<file path="src/rtl/r_alloc.sv">
// rtl/r_alloc.sv - circular slot allocator with busy vector, search pointer and alloc/free ports
// Offers the first free slot below the pointer, wrapping; returns slots through the free port.

module r_alloc_rot #(
   parameter int   W      = 32,
   parameter bit   LEFT   = 1'b1,
   parameter bit   INFER  = 1'b1,
   localparam int  IW     = $clog2(W)
) (
   input  logic [W-1:0]  i_data,
   input  logic [IW-1:0] i_amt,
   output logic [W-1:0]  o_data
);

   generate
      if (INFER) begin : g_infer
         logic [2*W-1:0] w_dbl;
         if (LEFT) begin : g_left
            assign w_dbl  = {i_data, i_data} << i_amt;
            assign o_data = w_dbl[2*W-1:W];
         end else begin : g_right
            assign w_dbl  = {i_data, i_data} >> i_amt;
            assign o_data = w_dbl[W-1:0];
         end
      end else begin : g_bs
         // log2(W) stages, stage s rotates by 2**s when amount bit s is set
         logic [W-1:0] w_st [IW+1];
         assign w_st[0] = i_data;
         for (genvar s = 0; s < IW; s++) begin : g_stage
            localparam int SH = 1 << s;
            if (LEFT) begin : g_left
               assign w_st[s+1] = i_amt[s] ? {w_st[s][W-1-SH:0], w_st[s][W-1:W-SH]} : w_st[s];
            end else begin : g_right
               assign w_st[s+1] = i_amt[s] ? {w_st[s][SH-1:0], w_st[s][W-1:SH]} : w_st[s];
            end
         end
         assign o_data = w_st[IW];
      end
   endgenerate

endmodule

module r_alloc #(
   parameter int  W        = 32,
   parameter bit  NEXT_FIT = 1'b1,
   parameter bit  INFER    = 1'b1,
   localparam int IW       = $clog2(W),
   localparam int CW       = IW + 1
) (
   input  logic          clk_i,
   input  logic          rst_i,
   output logic          alloc_vld_o,
   output logic [IW-1:0] alloc_id_o,
   output logic [W-1:0]  alloc_oh_o,
   input  logic          alloc_ack_i,
   input  logic          free_vld_i,
   input  logic [IW-1:0] free_id_i,
   output logic [W-1:0]  busy_o,
   output logic [CW-1:0] cnt_o,
   output logic          full_o,
   output logic          empty_o,
   output logic          err_o
);

   logic [W-1:0]  r_busy;
   logic [IW-1:0] r_ptr;
   logic [CW-1:0] r_cnt;
   logic          r_err;

   logic [IW-1:0] w_amt;
   logic [W-1:0]  w_busy_rot;
   logic [W-1:0]  w_free_rot;
   logic [W-1:0]  w_pick_rot;
   logic [W-1:0]  w_oh;
   logic [IW-1:0] w_id;
   logic          w_found;
   logic          w_full;
   logic          w_xfer;
   logic          w_free_ok;
   logic          w_free_bad;
   logic [W-1:0]  w_set_mask;
   logic [W-1:0]  w_clr_mask;
   logic [W-1:0]  w_busy_nxt;
   logic [CW-1:0] w_cnt_nxt;

   // Rotating left by (W-ptr) puts slot ptr-1 at the MSB and slot ptr at the LSB
   assign w_amt = IW'(0) - r_ptr;

   r_alloc_rot #(.W(W), .LEFT(1'b1), .INFER(INFER)) u_rot_l (
      .i_data (r_busy),
      .i_amt  (w_amt),
      .o_data (w_busy_rot)
   );

   assign w_free_rot = ~w_busy_rot;

   always_comb begin
      w_pick_rot = '0;
      w_found    = 1'b0;
      for (int i = W - 1; i >= 0; i--) begin
         if (w_free_rot[i] && !w_found) begin
            w_pick_rot[i] = 1'b1;
            w_found       = 1'b1;
         end
      end
   end

   r_alloc_rot #(.W(W), .LEFT(1'b0), .INFER(INFER)) u_rot_r (
      .i_data (w_pick_rot),
      .i_amt  (w_amt),
      .o_data (w_oh)
   );

   always_comb begin
      w_id = '0;
      for (int i = 0; i < W; i++) begin
         if (w_oh[i]) begin
            w_id = w_id | IW'(i);
         end
      end
   end

   assign w_full      = (r_cnt == CW'(W));
   assign alloc_vld_o = ~w_full;
   assign alloc_id_o  = w_id;
   assign alloc_oh_o  = w_oh;

   // An offered slot is never busy, so a free aimed at it always lands in w_free_bad
   assign w_xfer     = alloc_vld_o & alloc_ack_i;
   assign w_free_ok  = free_vld_i & r_busy[free_id_i];
   assign w_free_bad = free_vld_i & ~r_busy[free_id_i];
   assign w_set_mask = w_xfer ? w_oh : '0;
   assign w_clr_mask = w_free_ok ? (W'(1) << free_id_i) : '0;
   assign w_busy_nxt = (r_busy | w_set_mask) & ~w_clr_mask;
   assign w_cnt_nxt  = r_cnt + CW'(w_xfer) - CW'(w_free_ok);

   always_ff @(posedge clk_i) begin
      if (rst_i) begin
         r_busy <= '0;
         r_ptr  <= '0;
         r_cnt  <= '0;
         r_err  <= 1'b0;
      end else begin
         r_busy <= w_busy_nxt;
         r_cnt  <= w_cnt_nxt;
         if (w_xfer && NEXT_FIT) begin
            r_ptr <= w_id;
         end
         if (w_free_bad) begin
            r_err <= 1'b1;
         end
      end
   end

   assign busy_o  = r_busy;
   assign cnt_o   = r_cnt;
   assign full_o  = w_full;
   assign empty_o = (r_cnt == '0);
   assign err_o   = r_err;

endmodule

</file>
<file path="config.mk">
export PLATFORM = sky130hd
export DESIGN_NAME = r_alloc
export DESIGN_NICKNAME = d
export VERILOG_FILES = /design/src/rtl/r_alloc.sv
export SDC_FILE = /design/constraint.sdc
export NUM_CORES = 1
export LEC_CHECK = 0
export ABC_AREA = 1
export BUFFER_PORTS_ARGS = -buffer_cell sky130_fd_sc_hd__buf_4
export CAP_MARGIN = 30
export CORE_AREA = 3 3 140 142
export CTS_BUF_LIST = sky130_fd_sc_hd__clkbuf_8 sky130_fd_sc_hd__clkbuf_16
export CTS_CLUSTER_SIZE = 8
export DETAILED_ROUTE_END_ITERATION = 10
export DIE_AREA = 0 0 143 145
export SETUP_SLACK_MARGIN = 0.3
export SLEW_MARGIN = 10
export SYNTH_ARGS = -nofsm -noshare
export SYNTH_HDL_FRONTEND = slang
export SYNTH_SLANG_ARGS = --single-unit
export TNS_END_PERCENT = 30
</file>
<file path="constraint.sdc">
create_clock -name clk_i -period 5.9 [get_ports clk_i]
set_input_delay 0.295 -clock clk_i [delete_from_list [all_inputs] [get_ports clk_i]]
set_output_delay 0.295 -clock clk_i [all_outputs]
set_load 0.005 [all_outputs]
</file>
== Word level (Yosys, flattened, before mapping) ==
Index checks and enable logic that the tools add are counted.
Cells by class
  equal/unequal tests: 1
  $lt $le $gt $ge: 1
  shifts and indexed selects: 3
  bitwise logic cells: 9
  add/sub/neg operators: 3
  mux-type cells: 101
  reduce and logical (&&, ||, !) cells: 65
Operators with widths (count)
  two-way mux 5 bit: 18
  two-way mux 1 bit: 66
  two-way mux 32 bit: 2
  inverter 32 bit: 2
  left shift 64 x 5 -> 64 bit: 1
  right shift 64 x 5 -> 32 bit: 1
  bitwise AND 32 bit: 1
  two-way mux 4 bit: 8
  OR 32 bit: 1
  left shift 1 x 5 -> 32 bit (first input constant): 1
  logical AND 1 bit: 31
  logical NOT 1 bit: 31
  two-way mux 3 bit: 4
  adder 6 x 1 -> 6 bit: 1
  equality test 6 bit (second input constant): 1
  logical NOT 6 bit: 1
  less-than comparator 5 x 6 -> 1 bit (second input constant): 1
  subtractor 6 x 1 -> 6 bit: 1
  binary-select mux 1 bit (select 5 bit): 1
  subtractor 1 x 5 -> 5 bit (first input constant): 1
  two-way mux 2 bit: 2
  nonzero test 2 bit: 2
  bitwise AND 1 bit: 3
  inverter 1 bit: 2
Word-level totals
  register bits after elaboration: 44
  output and inout port bits: 79

== Longest topological paths before layout ==
  word-level depth: 131
  depth in mapped cells: 48

== Modules after synthesis ==
From an unflattened synthesis, not the netlist that was laid out.
Second synthesis, totals
  cells, all modules: 1202
  area total of the unflattened synthesis: 7611.0 um^2
Modules (own cells, without submodules)
  r_alloc: cells an instance 418, times used 1, area an instance 2919.0 um^2
  r_alloc_rot (u_rot_l): cells an instance 392, times used 1, area an instance 2583.7 um^2
  r_alloc_rot (u_rot_r): cells an instance 392, times used 1, area an instance 2108.3 um^2

== Least setup slack after synthesis ==
OpenSTA, ideal clock, no wires.
  path type: register -> output
  from: register r_ptr[0]
  to: output port alloc_id_o[0]
  cell stages (with the launch flop): 42
  setup slack: 0.758 ns
  buffers on the path: 8
  data arrival time: 4.847 ns
  cell sequence: dfxtp_1 > buf_6 > clkinv_2 > buf_6 > buf_6 > clkbuf_1 > buf_2 > ha_1 > buf_2 > buf_2 > buf_2 > nand3_1 > nand3_2 > nand3_1 > nand3_1 > nand2_1 > nand4_1 > nor2_2 > [6 not listed] > nand4_2 > nor2_4 > nand4_2 > nor2_4 > nand4_4 > nor2_8 > nand2_2 > nand2_1 > nand2_1 > nand2_2 > nand3_1 > nand3_1 > nand3_1 > nand2_1 > nor2_1 > nand2_1 > nor2_1 > nand2_1
RTL lines
  start: declaration: line 66  | logic [IW-1:0] r_ptr;
  start signal: assignment: line 147  | r_ptr <= w_id;
  subtractor 1 x 5 -> 5 bit (*): line 87  | assign w_amt = IW'(0) - r_ptr;
  left shift 64 x 5 -> 64 bit: line 19  | assign w_dbl = {i_data, i_data} << i_amt;
  inverter 32 bit: line 95  | assign w_free_rot = ~w_busy_rot;
  two-way mux 1 bit: line 101  | if (w_free_rot[i] && !w_found) begin
  logical NOT 1 bit: line 101
  logical AND 1 bit: line 101
  two-way mux 1 bit: line 101
  logical NOT 1 bit: line 101
  [85 not listed]
  two-way mux 1 bit: line 101
  logical NOT 1 bit: line 101
  logical AND 1 bit: line 101
  two-way mux 1 bit: line 101
  right shift 64 x 5 -> 32 bit (*): line 22  | assign w_dbl = {i_data, i_data} >> i_amt;
  named net alloc_oh_o[11]: line 54  | output logic [W-1:0] alloc_oh_o,
  two-way mux 4 bit (*) (5 in a row): line 117  | if (w_oh[i]) begin
  two-way mux 5 bit (*) (16 in a row): line 117
  end: declaration: line 53  | output logic [IW-1:0] alloc_id_o,
The timed path passes the listed nets; every way through them passes the cells marked *.

== Worst setup path in the final report ==
  from: register r_ptr[0]
  to: output port alloc_id_o[3]
On the way
  longest elaborated chain between the ends: 122
RTL lines (line)
  subtractor 1 x 5 -> 5 bit (*): 87
  left shift 64 x 5 -> 64 bit: 19
  inverter 32 bit: 95
  two-way mux 1 bit: 101
  logical NOT 1 bit: 101
  logical AND 1 bit: 101
  two-way mux 1 bit: 101
  logical NOT 1 bit: 101
  [85 not listed]
  two-way mux 1 bit: 101
  logical NOT 1 bit: 101
  logical AND 1 bit: 101
  two-way mux 1 bit: 101
  right shift 64 x 5 -> 32 bit (*): 22
  two-way mux 4 bit (8 in a row): 117
  two-way mux 5 bit (15 in a row): 117
  two-way mux 5 bit (*): 117
Every way passes the cells marked *; elsewhere a longest branch is shown, timed or not.

==> summary.txt <==
Status
  – Outcome: complete, no violations

CTS
  – Clk sinks: 44
  – CTS tree: built
  – Clock Path Buffers: 2
  – Clk_lat worst skew: between 0.2 and 0.3 ns
  – H-tree levels: 2
  – Clk slew on worst S/H paths: around 0.060 ns
  – Hold_buf cts: 0
  – Clock root buffer: clkbuf_16
  – CTS buffer count: 5

Setup path
  – Slowest CP cell: dfxtp_4
  – Most frequent CP cell: nand2_1
  – Critical Path Source: r_ptr[0]
  – Flop2flop setup slack: between 0.6 and 0.7 ns
  – R2r endpoint: busy_o[12]
  – CP Data Required Time: roughly 5.6 ns
  – Worst-path maximum fanout: 8
  – Critical Path Max Stage Delay: about 0.36 ns
  – Critical Path End Type: output pin
  – Crit path launch type: register
  – Critical path arrival: ~5.3 ns
  – Critical R2R Launch: r_ptr[0]
  – CP Class: reg2out
  – Largest delay contributor family on the critical path: simple AND/OR/NAND/NOR gates
  – Critical path buffer and inverter count: 7
  – R2R depth: 38

STA
  – Min Tclk post-route: between 5 and 6 ns
  – Final period util: 0.9426
  – Hold WS: around 0.25 ns
  – FMAX: 179.8 MHz
  – Hold Vio Cnt, Final: 0
  – Slew HR: 0.3316
  – Fin Clk Skew: around 0.0047 ns
  – Final WS setup: 0.3388 ns
  – Worst-margin pin slew: roughly 1 ns
  – Slew Limit Fails: 0
  – RSZ-0062 raised after global routing: yes
  – Final setup fails: 0

Min path
  – Hold Path End: err_o
  – HP Start: free_vld_i
  – HP Class: in2reg
  – Hold path depth: 3

Power
  – Pleak: ~4.1 nW
  – Peak supply drop: between 300 and 400 µV
  – PwrDens: around 610 nW/µm²

Die
  – Die Area: between 20000 and 25000 µm²
  – Initial Utilization: 0.3933
  – Row cnt: 50
  – # IOs: a little under 90
  – Core area: roughly 19000 µm²
  – Die Height: around 150 µm
  – Chip Width: 143 µm

Cells and area
  – Area Overhead vs Synth: 20.15%
  – NumNets Final: roughly 1500
  – Filler cells: roughly 2000
  – Antenna Cells: 0
  – Non-Filler Instances: roughly 1700
  – Commonest non-fill, non-tap cell in the layout: nand2_1
  – Final Util: 0.4726
  – Share of cells above drive strength 1: 0.1893
  – Most frequent cells in the layout: nand2_1 (462), nand3_1 (225), buf_4 (124)
  – Post-route cell area: just under 9000 µm²

Place
  – DP Area: 7950 µm²
  – Dpl cells: about 1700
  – Gpl congestion: between 0.9 and 1
  – DP HPWL: roughly 23000 µm
  – Post-placement worst setup slack: around 0.53 ns
  – IO Port Bufs: between 80 and 90

Yosys
  – Synthesized area per cell: approximately 5.2 µm²
  – Syn_nets: approximately 1400
  – Post-Synthesis Cells: around 1400
  – Synth top area share: 0.2460
  – Synth warnings: 0
  – Sequential fraction of the synthesis area: 0.1205
  – Seq cells post-synth: between 40 and 50
  – Synth cell types: between 50 and 60
  – Synth Cell Area: ~7300 µm²
  – Top cells by area, synth: nand2_1 (25%), nand3_1 (18%), dfxtp_1 (12%), o21ai_0 (6.0%), inv_1 (5.1%)
  – Synth area leader: nand2_1

Routing
  – Final ANT Viol Nets: 0
  – Initial DRT Pass Iterations: 6
  – DRC viols: 0
  – Vias: 9742
  – Via density: roughly 5.8
  – Routed length per instance: between 15 and 20 µm
  – Drt total wl: between 30000 and 40000 µm
  – Number of DRC markers in iteration 0: about 1300

Global routing
  – Vias in the first global route: roughly 8400
  – Total GRT Usage: 0.2766
  – Initial antenna violation count: 0
  – GRT overflow: 0
  – Global-route wire length before repair: 46460 µm
  – Largest net degree at the start of global routing: 52

Job
  – MaxCap Viol Count: 0
## cell type report
cell class	count	area (µm²)	share of cell area
well taps	234	292.8	0.03334
multi-input cells	1159	5946	0.6771
clock inverters	2	7.507	0.0008549
repair inverters	1	8.758	0.0009974
inverters	109	431.7	0.04916
repair buffers	132	1070	0.1218
flip-flops and latches	44	885.9	0.1009
clock buffers	6	138.9	0.01582
## power breakdown
group	switching, mW	internal (mW)
clock	0.116	0.166
combinational	2.94	1.55
sequential	0.200	0.402
total	3.26	2.12
## flip-flops by register name, indices dropped and copies added, names as in the netlist
name,count
busy_o,32
cnt_o,6
r_ptr,5
err_o,1
## metrics by stage
stage | power, mW | TNS, ns
after floorplan | 3.207 | 0
after global placement | 4.527 | 0
after detailed placement | 4.528 | 0
after CTS | 4.832 | 0
after global routing | 5.817 | -0.01137
final | 5.374 | 0
## per-layer routing
layer  wire [µm]  track usage
met2       13890       0.4314
met3        2447      0.02868
met4         993      0.06369
met1       13570       0.4078
met5           0            0
## synthesized netlist by cell type, drive strengths merged
cell type / number
a211oi: 6
a21boi: 3
a21o: 1
a21oi: 43
a221oi: 3
a22o: 3
a22oi: 6
a31o: 2
a31oi: 11
and2: 4
buf: 54
clkbuf: 37
clkinv: 4
dfxtp: 44
fa: 1
ha: 10
inv: 105
mux2i: 3
nand2: 503
nand3: 272
nand3b: 2
nand4: 20
nor2: 95
nor3: 42
nor4: 3
o21a: 6
o21ai: 103
o21bai: 1
o22ai: 4
o2bb2ai: 1
o311ai: 4
or2: 6
xnor2: 1
## worst reg2reg max path, delay by kind of cell, from the launching register on
kind | cells | cell delay (ns)
compound gates | 4 | 0.83
fa+ha+maj | 1 | 0.14
buf+inv | 7 | 0.70
flops | 1 | 0.36
simple gates | 26 | 3.15
## worst max-delay path by stage
| stage | end | depth (start not counted) |
|---|---|---|
| after floorplan | alloc_id_o[0] | 41 |
| after global placement | alloc_id_o[2] | 39 |
| after detailed placement | alloc_id_o[2] | 37 |
| after CTS | alloc_id_o[4] | 36 |
| after global routing | alloc_id_o[0] | 39 |
| final | alloc_id_o[3] | 39 |
## timing repair
item,4_1_cts,5_1_grt
endpoints found under the hold margin,0,0
pin swaps,0,28
endpoints found under the setup margin,5,48
buffers inserted,0,24
cloned,0,3
gates resized for setup,6,101
## cells by family after synthesis
group | after synthesis | share of synthesized area
muxes | 3 | 0.004109
and+or+nand+nor | 947 | 0.5780
AOI/OAI and AO/OA | 197 | 0.1556
xor gates and xnor gates | 1 | 0.003767
DFF | 44 | 0.1205
buffers and inverters | 200 | 0.1181
adders and majority gates | 11 | 0.01986
Note: power is estimated with default switching activity, not from simulation.
